## src/rtl/sensor_poll_ctrl.sv

```systemverilog
// Periodic I2C sensor poller: triggers the read engine every POLL_DIV cycles and publishes samples.
// Optional 4-sample moving average when SENSOR_POLL_AVG_EN is defined.
module sensor_poll_ctrl #(
   parameter int unsigned POLL_DIV = 50000,
   parameter int unsigned TIMEOUT  = 4095
) (
   input  logic        PT_CK,
   input  logic        RESET_N,
   input  logic        ENABLE,
   output logic        I2C_GO,
   input  logic        I2C_END_OK,
   input  logic        I2C_ACK_OK,
   input  logic [15:0] I2C_DATA16,
   output logic [15:0] SAMPLE,
   output logic        SAMPLE_VALID,
   output logic        ERR_NACK,
   output logic        ERR_TIMEOUT,
   output logic [15:0] SAMPLE_CNT,
   input  logic        ERR_CLR
);

   localparam int unsigned POLL_W = 24;
   localparam int unsigned TO_W   = 16;
   localparam int unsigned DATA_W = 16;

   localparam logic [POLL_W-1:0] POLL_LAST = POLL_W'(POLL_DIV - 1);
   localparam logic [TO_W-1:0]   TO_LIMIT  = TO_W'(TIMEOUT);

   typedef enum logic [1:0] {
      ST_IDLE    = 2'd0,
      ST_TRIG    = 2'd1,
      ST_BUSY    = 2'd2,
      ST_CAPTURE = 2'd3
   } state_t;

   state_t              r_state;
   logic [POLL_W-1:0]   r_poll_cnt;
   logic [TO_W-1:0]     r_to_cnt;
   logic                r_ack_seen;
   logic                r_go;
   logic [DATA_W-1:0]   r_sample;
   logic                r_valid;
   logic                r_err_nack;
   logic                r_err_to;
   logic [DATA_W-1:0]   r_sample_cnt;

   logic [TO_W-1:0]     w_to_next;
   logic                w_to_fire;

   // Counter holds cycles already spent in TRIG/BUSY; fire once it would reach TIMEOUT
   assign w_to_next = r_to_cnt + TO_W'(1);
   assign w_to_fire = (w_to_next == TO_LIMIT);

`ifdef SENSOR_POLL_AVG_EN
   logic [DATA_W-1:0]   r_hist0;
   logic [DATA_W-1:0]   r_hist1;
   logic [DATA_W-1:0]   r_hist2;
   logic [2:0]          r_fill;
   logic [17:0]         w_sum;
   logic [DATA_W-1:0]   w_avg;
   logic                w_avg_ready;

   assign w_sum       = 18'(I2C_DATA16) + 18'(r_hist0) + 18'(r_hist1) + 18'(r_hist2);
   assign w_avg       = DATA_W'(w_sum >> 2);
   assign w_avg_ready = (r_fill >= 3'd3);
`endif

   // Poll/transaction sequencer with registered engine trigger and status outputs
   always_ff @(posedge PT_CK or negedge RESET_N) begin
      if (!RESET_N) begin
         r_state      <= ST_IDLE;
         r_poll_cnt   <= '0;
         r_to_cnt     <= '0;
         r_ack_seen   <= 1'b0;
         r_go         <= 1'b1;
         r_sample     <= '0;
         r_valid      <= 1'b0;
         r_err_nack   <= 1'b0;
         r_err_to     <= 1'b0;
         r_sample_cnt <= '0;
`ifdef SENSOR_POLL_AVG_EN
         r_hist0      <= '0;
         r_hist1      <= '0;
         r_hist2      <= '0;
         r_fill       <= '0;
`endif
      end else begin
         r_valid <= 1'b0;

         // Clear first so a same-cycle error event below takes precedence
         if (ERR_CLR) begin
            r_err_nack <= 1'b0;
            r_err_to   <= 1'b0;
         end

         case (r_state)
            ST_IDLE: begin
               r_go <= 1'b1;
               if (!ENABLE) begin
                  r_poll_cnt <= '0;
               end else if (r_poll_cnt == POLL_LAST) begin
                  r_poll_cnt <= '0;
                  r_to_cnt   <= '0;
                  r_go       <= 1'b0;
                  r_state    <= ST_TRIG;
               end else begin
                  r_poll_cnt <= r_poll_cnt + POLL_W'(1);
               end
            end

            ST_TRIG: begin
               if (!I2C_END_OK) begin
                  r_to_cnt <= '0;
                  r_go     <= 1'b1;
                  r_state  <= ST_BUSY;
               end else if (w_to_fire) begin
                  r_to_cnt <= '0;
                  r_go     <= 1'b1;
                  r_err_to <= 1'b1;
                  r_state  <= ST_IDLE;
               end else begin
                  r_to_cnt <= w_to_next;
               end
            end

            ST_BUSY: begin
               r_go <= 1'b1;
               if (I2C_ACK_OK) begin
                  r_ack_seen <= 1'b1;
               end
               if (I2C_END_OK) begin
                  r_to_cnt <= '0;
                  r_state  <= ST_CAPTURE;
               end else if (w_to_fire) begin
                  r_to_cnt   <= '0;
                  r_ack_seen <= 1'b0;
                  r_err_to   <= 1'b1;
                  r_state    <= ST_IDLE;
               end else begin
                  r_to_cnt <= w_to_next;
               end
            end

            ST_CAPTURE: begin
               r_go <= 1'b1;
               if (r_ack_seen) begin
                  r_sample_cnt <= r_sample_cnt + DATA_W'(1);
`ifdef SENSOR_POLL_AVG_EN
                  r_hist0 <= I2C_DATA16;
                  r_hist1 <= r_hist0;
                  r_hist2 <= r_hist1;
                  if (w_avg_ready) begin
                     r_sample <= w_avg;
                     r_valid  <= 1'b1;
                  end else begin
                     r_fill <= r_fill + 3'd1;
                  end
`else
                  r_sample <= I2C_DATA16;
                  r_valid  <= 1'b1;
`endif
               end else begin
                  r_err_nack <= 1'b1;
               end
               r_ack_seen <= 1'b0;
               r_poll_cnt <= '0;
               r_state    <= ST_IDLE;
            end

            default: begin
               r_go    <= 1'b1;
               r_state <= ST_IDLE;
            end
         endcase
      end
   end

   assign I2C_GO       = r_go;
   assign SAMPLE       = r_sample;
   assign SAMPLE_VALID = r_valid;
   assign ERR_NACK     = r_err_nack;
   assign ERR_TIMEOUT  = r_err_to;
   assign SAMPLE_CNT   = r_sample_cnt;

endmodule

```

## config.mk

```make
export PLATFORM = sky130hd
export DESIGN_NAME = sensor_poll_ctrl
export DESIGN_NICKNAME = d
export VERILOG_FILES = /design/src/rtl/sensor_poll_ctrl.sv
export SDC_FILE = /design/constraint.sdc
export NUM_CORES = 1
export LEC_CHECK = 0
export ABC_AREA = 0
export CORE_MARGIN = 1.5
export CORE_UTILIZATION = 45
export CTS_BUF_LIST = sky130_fd_sc_hd__clkbuf_2 sky130_fd_sc_hd__clkbuf_4 sky130_fd_sc_hd__clkbuf_8
export DETAILED_ROUTE_END_ITERATION = 8
export PLACE_DENSITY = 0.68
export REMOVE_ABC_BUFFERS = 1
export SYNTH_ARGS = -nofsm -noshare
export SYNTH_HDL_FRONTEND = slang
export SYNTH_SLANG_ARGS = --single-unit
```

## constraint.sdc

```tcl
create_clock -name PT_CK -period 3.2 [get_ports PT_CK]
set_clock_uncertainty 0.15 [all_clocks]
set_input_delay 0.64 -clock PT_CK [delete_from_list [all_inputs] [get_ports PT_CK]]
set_output_delay 0.64 -clock PT_CK [all_outputs]
set_load 0.01 [all_outputs]
```

# Word-level counts from Yosys, hierarchy flattened
# Cells that the tools add are included.
# op_classes
addsub	3
eq_ne	8
muxes	34
reduce_logical	8
# ops
cell	n
two-way mux 16 bit	5
two-way mux 24 bit	2
one-hot mux 16 bit (3 select lines)	1
one-hot mux 24 bit (2 select lines)	1
adder 16 x 1 -> 16 bit, second input constant	2
adder 24 x 1 -> 24 bit, second input constant	1
== test 24 x 16 -> 1 bit, second input constant	1
== test 16 x 12 -> 1 bit, second input constant	1
two-way mux 1 bit	16
two-way mux 2 bit	5
one-hot mux 2 bit (4 select lines)	1
== test 2 bit, second input constant	2
inequality test 2 bit, second input constant	2
one-hot mux 1 bit (2 select lines)	2
AND reduction 2 bit	2
nonzero test 2 bit	2
inequality test 3 bit, second input constant	1
one-hot mux 1 bit (3 select lines)	1
AND reduction 3 bit	1
nonzero test 3 bit	1
== test 2 x 1 -> 1 bit, second input constant	1
zero test 2 bit	1
OR reduction 2 bit	1
# totals
regBits	79
input_bits	22
output_inout_bits	36
word_cells	63

# Depth between registers and ports, before layout
# depth
word_depth	5
ltp_mapped	10
ltp_nobuf	8

# Worst setup path after synthesis
# OpenSTA, ideal clock, no wires.
# synth_timing
path_type	register to register
startpoint	reg r_poll_cnt[19]
endpoint	reg r_to_cnt[4]
setup_ps	80
t_arrival_ps	2404
required_ps	2970
slack_ps	566
path_stages_with_launch	7
n_path_buf	0
period_less_slack_ps	2634
cell_sequence	dfrtp_1 or4_1 or4_4 o41a_1 nand2b_4 or3_1 o211ai_2
# synth_between
elab_chain_len	3
# synth_lines
element	line_no	rtl
start: declaration	37	logic [POLL_W-1:0] r_poll_cnt;
start signal: assignment	107	r_poll_cnt <= r_poll_cnt + POLL_W'(1);
== test 24 x 16 -> 1 bit	101	end else if (r_poll_cnt == POLL_LAST) begin
inequality test 2 bit (no source line)	--	
AND reduction 3 bit (no source line)	--	
end signal: assignment	122	r_to_cnt <= w_to_next;
end signal: assignment	140	r_to_cnt <= w_to_next;
end: declaration	38	logic [TO_W-1:0] r_to_cnt;
# Every way passes these cells.
# A chain may end at the register's enable or synchronous reset.

# Worst setup path in the final report
# layout_timing
startpoint	reg r_poll_cnt[19]
endpoint	reg r_to_cnt[11]
# Same word-level chain as after synthesis.

==> metrics <==
status=finished, final reports clean; Yosys warning count=0; cells after synthesis=410; worst-margin pin slew=1.00 ns; DR vias/cell=5.59; Post-synth EDFFs=0; Die Footprint=9650 sq um; Vert. Die Dim=98.3 microns; Slew HR=33.3%; CTS root buf=clkbuf_8; 1st-pass router iterations=4; hpwl dp=6.26 mm; cts hold-fix bufs=0; core area=8760 sq um; Post-CTS Setup Inserts=0; clock transition at the registers of the reported paths=0.09 ns; Seq/Total Area, Yosys=48.5%; max-cap check violation count=0; post-route minimum period=2.83 ns; layout cells sized above 1=11.0%; chip width=98.3 microns; FF-to-FF path depth=6; Post-synth ARST share=100%; Final Hold Vio Count=0; Detailed Route Iter0 Violations=232; total negative slack=0 ns; Ports=58; most common cell after layout, fill and taps aside=dfrtp_1; Max Buffers Root-to-Sink=2; fill cell count=789; ranking of synthesized cells by area=dfrtp_1, xnor2_1, mux2_2, nor2_1, nand2_1; top_reg_cell synth=dfrtp_1; I/O Buffers=57; Vias=3285; LEAKAGE=2.10 nW; final net count=506; antenna cells=0; unrepaired setup endpoints after global routing=false; CP startpoint kind=flip-flop; Setup Viol. Count Final=0; post-route DRC violation count=0; Mapped Area=4080 sq um; period utilisation layout=88.6%; Yosys reg bits=79; Hold Crit Class=in2async; Yosys top cell area share=47.8%; area of the multi-input gates=1990 sq um; CTS tree=yes; H-tree depth=3; most frequent cells in the layout=dfrtp_1, clkdlybuf4s50_1, nor2_1; Worst EP arrival=2.93 ns; gr ovfl total=0; Fin Hold WS=0.273 ns; area grow syn2layout=22.9%; CTS resizes=0; gr usage total=19.6%; placed instance area=4790 sq um; maximum vdd drop=267 uV; CTS Buf Count=9; Peak Freq=353 MHz; final WL=8.96 mm; syn avg cell area=9.96 sq um; FP Rows=34; largest fanout on the critical path=9; Slew Limit Fails=0; largest net degree at the start of global routing=80; Initial Util=46.6%; vias in the first global route=3092; clk_lat worst skew=0.35 ns; post-synth top area cell=dfrtp_1; Synth cell types=58; CP Capture Type=flip-flop; antenna violations before repair=0; register area=1980 sq um; first-pass GRT wire length=15.3 mm; GPL Wtd Cong=0.803; Pwr Density=619 nW/um^2; CTS Sinks=79; Setup CP Type=reg2reg; wire per inst=15.2 microns; CP required=3.29 ns; fin area=5020 sq um; total power=3.11 mW; ANT nets after route=0
## cell type report
class	instances	area share, %
timing repair buffer	64	12.4
clock inverter	6	1.85
inverter	18	1.35
sequential	79	39.4
multi-input combinational	303	39.7
tap	108	2.69
clock buffer	10	2.62
## routing by layer
metal	share of wire (%)	GRT usage, %	vias to the layer above	wire (microns)
li1	-	-	1594	-
met1	49	28.3	1583	4390
met2	45	29.7	98	3990
met3	5.4	4.01	10	487
met4	1.1	6.39	0	101
met5	0	0	-	0
## synthesized netlist by cell type, drive strengths merged, types with 8 or more instances
| library cell | n |
|---|---|
| nor4 | 8 |
| nand3 | 22 |
| nor2 | 43 |
| nand2 | 36 |
| xor2 | 11 |
| nand4 | 12 |
| a21oi | 10 |
| mux2 | 17 |
| xnor2 | 23 |
| inv | 18 |
| o21ai | 18 |
| ha | 9 |
| o31ai | 13 |
| dfrtp | 78 |
| nor3 | 9 |
## sequential cells by signal (all words and copies together), names as in the netlist
signal,flops
r_poll_cnt,24
SAMPLE,16
SAMPLE_CNT,16
r_to_cnt,16
r_state,2
ERR_NACK,1
ERR_TIMEOUT,1
I2C_GO,1
SAMPLE_VALID,1
r_ack_seen,1
## where the power goes
group	total (mW)	internal [mW]	switching [mW]
Combinational	0.994	0.505	0.489
Sequential	1.27	1.15	0.123
Clock	0.839	0.454	0.385
## worst paths after layout
check                      slack (ns)      startpoint              to
setup / recovery                 0.37  r_poll_cnt[19]    r_to_cnt[11]
hold / removal                   0.27         RESET_N  SAMPLE_CNT[13]
max in group asynchronous        1.95         RESET_N  r_poll_cnt[14]
setup reg to reg                 0.37  r_poll_cnt[19]    r_to_cnt[11]
hold reg to reg                  0.34  SAMPLE_CNT[15]  SAMPLE_CNT[15]
min in group PT_CK               0.34  SAMPLE_CNT[15]  SAMPLE_CNT[15]
## logic make-up (layout without fill, tap and decap cells)
group,count (synthesis),count (layout),synth area share [%]
compound gates,74,74,12.4
flops,79,79,48.5
simple gates,167,167,21.1
buf+inv,28,98,2.76
mux,19,19,5.18
xor+xnor,34,34,7.29
fa+ha+maj,9,9,2.76
## through the flow
stage,utilization (%),setup slack (ns),cells
after floorplan,-,0.382,400
after global placement,54.7,0.454,572
after detailed placement,54.7,0.387,572
after CTS,57.3,0.382,588
after global routing,57.3,0.210,588
final,57.3,0.366,588
## critical path, cell delays in order, from the launching register on
cell,delay [ns]
dfrtp_1,0.43
or4_1,0.53
or4_4,0.53
o31a_1,0.36
nor2_2,0.35
o31ai_1,0.14
a22o_1,0.24
(Power assumes the default switching activity.)
